==> src/rtl/aes_inv_mix_columns_serial.sv <==
// aes_inv_mix_columns_serial: InvMixColumns over one AES state, ColsPerCycle columns per cycle.
module aes_inv_mix_columns_serial #(
   parameter int ColsPerCycle = 1
) (
   input  logic                 clk_i,
   input  logic                 rst_i,
   input  logic                 clear_i,
   input  logic                 in_valid_i,
   output logic                 in_ready_o,
   input  logic [3:0][3:0][7:0] state_i,
   output logic                 out_valid_o,
   input  logic                 out_ready_i,
   output logic [3:0][3:0][7:0] state_o,
   output logic                 err_o
);
   localparam logic [1:0] IDLE = 2'd0;
   localparam logic [1:0] BUSY = 2'd1;
   localparam logic [1:0] DONE = 2'd2;
   localparam logic [1:0] STEP = 2'(ColsPerCycle);
   localparam logic [1:0] LAST = 2'(4 - ColsPerCycle);
   if (ColsPerCycle != 1 && ColsPerCycle != 2 && ColsPerCycle != 4) begin : g_bad_cols
      $error("ColsPerCycle must be 1, 2 or 4");
   end
   logic [1:0]             state_q, state_d, cnt_q, cnt_d, col;
   logic [3:0][3:0][7:0]   in_q, in_d, res_q, res_d;
   logic [3:0][7:0]        col_in, col_out;
   logic                   err_q, illegal;
   function automatic logic [7:0] xt(input logic [7:0] b);
      return {b[6:0], 1'b0} ^ (b[7] ? 8'h1b : 8'h00);
   endfunction
   // 0e = 8^4^2, 0b = 8^2^1, 0d = 8^4^1, 09 = 8^1, built from one xtime chain per byte
   function automatic logic [3:0][7:0] inv_col(input logic [3:0][7:0] a);
      logic [3:0][7:0] x2, x4, x8, o;
      for (int r = 0; r < 4; r++) begin
         x2[r] = xt(a[r]);
         x4[r] = xt(x2[r]);
         x8[r] = xt(x4[r]);
      end
      for (int r = 0; r < 4; r++)
         o[r] = (x8[r] ^ x4[r] ^ x2[r])
              ^ (x8[2'(r + 1)] ^ x2[2'(r + 1)] ^ a[2'(r + 1)])
              ^ (x8[2'(r + 2)] ^ x4[2'(r + 2)] ^ a[2'(r + 2)])
              ^ (x8[2'(r + 3)] ^ a[2'(r + 3)]);
      return o;
   endfunction
   assign illegal     = state_q == 2'd3;
   assign in_ready_o  = state_q == IDLE;
   assign out_valid_o = state_q == DONE;
   assign state_o     = res_q;
   assign err_o       = err_q;
   always_comb begin
      state_d = state_q;
      cnt_d   = cnt_q;
      in_d    = in_q;
      res_d   = res_q;
      col     = '0;
      col_in  = '0;
      col_out = '0;
      if (state_q == IDLE && in_valid_i) begin
         state_d = BUSY;
         in_d    = state_i;
         cnt_d   = '0;
      end
      if (state_q == BUSY) begin
         for (int k = 0; k < ColsPerCycle; k++) begin
            col = cnt_q + 2'(k);
            for (int r = 0; r < 4; r++) col_in[r] = in_q[r][col];
            col_out = inv_col(col_in);
            for (int r = 0; r < 4; r++) res_d[r][col] = col_out[r];
         end
         cnt_d   = cnt_q + STEP;
         state_d = (cnt_q == LAST) ? DONE : BUSY;
      end
      if (state_q == DONE && out_ready_i) state_d = IDLE;
      if (clear_i || illegal) begin
         state_d = IDLE;
         cnt_d   = '0;
         in_d    = '0;
         res_d   = '0;
      end
   end
   always_ff @(posedge clk_i or posedge rst_i) begin
      if (rst_i) begin
         state_q <= IDLE;
         cnt_q   <= '0;
         in_q    <= '0;
         res_q   <= '0;
         err_q   <= 1'b0;
      end else begin
         state_q <= state_d;
         cnt_q   <= cnt_d;
         in_q    <= in_d;
         res_q   <= res_d;
         err_q   <= err_q | illegal;
      end
   end
endmodule

==> config.mk <==
export PLATFORM = sky130hd
export DESIGN_NAME = aes_inv_mix_columns_serial
export DESIGN_NICKNAME = d
export VERILOG_FILES = /design/src/rtl/aes_inv_mix_columns_serial.sv
export SDC_FILE = /design/constraint.sdc
export NUM_CORES = 1
export LEC_CHECK = 0
export ABC_CLOCK_PERIOD_IN_PS = 2300
export CORE_AREA = 2 2 103 105
export CTS_BUF_LIST = sky130_fd_sc_hd__clkbuf_2 sky130_fd_sc_hd__clkbuf_4 sky130_fd_sc_hd__clkbuf_8
export CTS_CLUSTER_DIAMETER = 60
export DETAILED_ROUTE_END_ITERATION = 8
export DIE_AREA = 0 0 105 107
export GPL_TIMING_DRIVEN = 1
export SYNTH_ARGS = -nofsm -noshare
export SYNTH_HDL_FRONTEND = slang
export SYNTH_SLANG_ARGS = --single-unit
==> constraint.sdc <==
create_clock -name clk_i -period 2.3 [get_ports clk_i]
set_input_delay 0.575 -clock clk_i [delete_from_list [all_inputs] [get_ports clk_i]]
set_output_delay 0.575 -clock clk_i [all_outputs]
set_load 0.02 [all_outputs]
==> results_dict.tcl <==
set metrics [dict create \
    outcome "finished clean" \
    synth-seq-cells 5 \
    postCtsSetupBuffers 0 \
    dieWidth_um 105 \
    grt_overflow 0 \
    mostFrequentLayoutCell "conb_1" \
    fin_ws_ns 0.1936 \
    cp-end-kind "output pin" \
    portBuffers 7 \
    grt_pass1_vias 274 \
    postSynthCellCount 153 \
    yosysUniqueCellTypes 16 \
    start_util 0.1225 \
    p_switching_mw 0.2382 \
    cts_tree "done" \
    clk_pin_slew_ns 0.03 \
    cp_data_arrival_time_ns 1.53 \
    post_drt_via_cell_ratio 1.909 \
    root_buffer "clkbuf_8" \
    holdWs_ns 0.4520 \
    multi_input_area_um2 604.3 \
    worstSetupStartpointType "register" \
    pin_count 264 \
    clock-sinks 5 \
    reg2reg_slack_ns 0.90 \
    row_count 37 \
    worstSetupEndpoint "out_valid_o" \
    fillers 1184 \
    place.gp.congestion 0.5931 \
    p_clk_frac 0.351 \
    min_period_ns 2.106 \
    drtAntennaViolNets 0 \
    fin_nets 298 \
    die_h_um 107 \
    setup.worst_path.class "reg -> out" \
    area_growth_pct -16.70 \
    ctsHoldBuffers 0 \
    p_comb_frac 0.443 \
    track_usage 0.01220 \
    r2r_end "cnt_q[1]" \
    cts_buffers 3 \
    required_ns 1.73 \
    rr_worst_depth 4 \
    pre_cts_ws_ns 0.4128 \
    ir_worst_vdd_v 0.0005401 \
    grt_pass1_wl_um 1117 \
    critPathLaunch "state_q[0]" \
    powerDensity_nw_per_um2 461.9 \
    cts_resized 0 \
    setup_viol 0 \
    reg2reg_from "cnt_q[0]" \
    timing.final.hold_violations 0 \
    min_path_type "reg -> reg" \
    hpwl_um 917.9 \
    layout_common_cells "128 x conb_1, 7 x clkdlybuf4s50_1, 5 x dfrtp_1" \
    max-cap-violations 0 \
    fmaxAchievable_mhz 474.7 \
    core_um2 10090 \
    slew_viol_final 0 \
    diodes 0 \
    area.sequential_um2 125.1 \
    drc 0 \
    htreeDepth 1 \
    clk_path_buf_depth 2 \
    vias 569 \
    pwr-share-seq 0.206 \
    seq_area_frac_synth 0.1012 \
    drt-total-wl_um 1002 \
    drive_above_1_share 0.03704 \
    cp_max_fo 11 \
    skew_ns 0.0006053 \
    drtIter0Drc 1 \
    finalSetupTns_ns 0 \
    leakagePower_nw 0.5928 \
    dr.pass1.iters 2 \
    synth_warnings 0 \
    die_area_um2 11240 \
    netlist_area_um2 1236 \
    antenna_found_initial 0 \
    worst_skew_pair.late_latency_ns 0.21 \
    p_sw_frac 0.5008 \
    timing.final.crit_share 0.9158 \
    grt_max_degree 12 \
    syn_avg_cell_area_um2 8.080 \
    intPower_mw 0.2374 \
    rsz0062_at_grt "no" \
    wire_per_inst_um 3.362 \
]
worst min-delay path by stage:
stage | start | endpoint | slack, ns | cells past startpoint
after global placement | err_o | err_o | 0.44 | 1
after detailed placement | err_o | err_o | 0.45 | 1
after CTS | err_o | err_o | 0.45 | 1
after global routing | err_o | err_o | 0.47 | 1
final | err_o | err_o | 0.45 | 1
after floorplan | rst_i | cnt_q[0] | 0.35 | 1
state kept, by name, indices dropped and copies added (netlist names):
signal / cells
cnt_q: 2
err_o: 1
state_q: 2
layer usage:
layer | global-route usage | wire, µm | vias up | part of all wire
li1 | - | - | 232 | -
met1 | 0.009894 | 233 | 232 | 0.23
met2 | 0.02273 | 397 | 105 | 0.40
met3 | 0.009726 | 370 | 0 | 0.37
met4 | 0.002857 | 0 | 0 | 0
met5 | 0 | 0 | - | 0
worst max-delay path: stages, from the launching register on:
cell	delay (ns)
dfrtp_1	0.47
and2b_2	0.25
clkdlybuf4s50_1	0.60
logic make-up after synthesis:
kind of cell	count (synthesis)	synth area share
compound gates	5	0.03239
fa+ha+maj	2	0.02024
buf+inv	132	0.7955
flops	5	0.1012
other cells	1	0.003034
simple gates	8	0.04758
layout make-up:
cell class | count | area share
inverters | 3 | 0.01094
multi-input cells | 143 | 0.5869
clock buffers | 4 | 0.04739
well taps | 136 | 0.1652
repair buffers | 7 | 0.06804
flip-flops and latches | 5 | 0.1215
synthesized netlist by cell type (all sizes together):
library cell	instances	area [µm²]
o41ai	2	17.52
or4b	2	20.02
or3b	1	8.760
nor2b	1	6.260
nor2	2	7.510
a21o	1	8.760
a2111oi	1	8.760
and2b	1	8.760
inv	3	11.26
conb	1	3.750
ha	2	25.02
nand3b	1	7.510
buf	129	972.2
dfrtp	5	125.1
a21oi	1	5.000
metrics by stage:
stage,instance area [µm²],util,power (mW),cells
after floorplan,1713,-,0.4601,280
after global placement,980.9,0.09720,0.3051,294
after detailed placement,980.9,0.09720,0.3056,294
after CTS,1030,0.1020,0.4779,298
after global routing,1030,0.1020,0.5055,298
final,1030,0.1020,0.4756,298
power by group through the flow:
stage | Combinational (mW) | Sequential (mW) | Clock [mW]
2_1_floorplan | 0.363 | 0.0970 | 0
3_3_place_gp | 0.206 | 0.0989 | 0
3_5_place_dp | 0.206 | 0.0992 | 0
4_1_cts | 0.206 | 0.0981 | 0.173
5_1_grt | 0.224 | 0.0987 | 0.182
6_report | 0.211 | 0.0979 | 0.167
No activity file was read; power rests on OpenSTA's default activity.
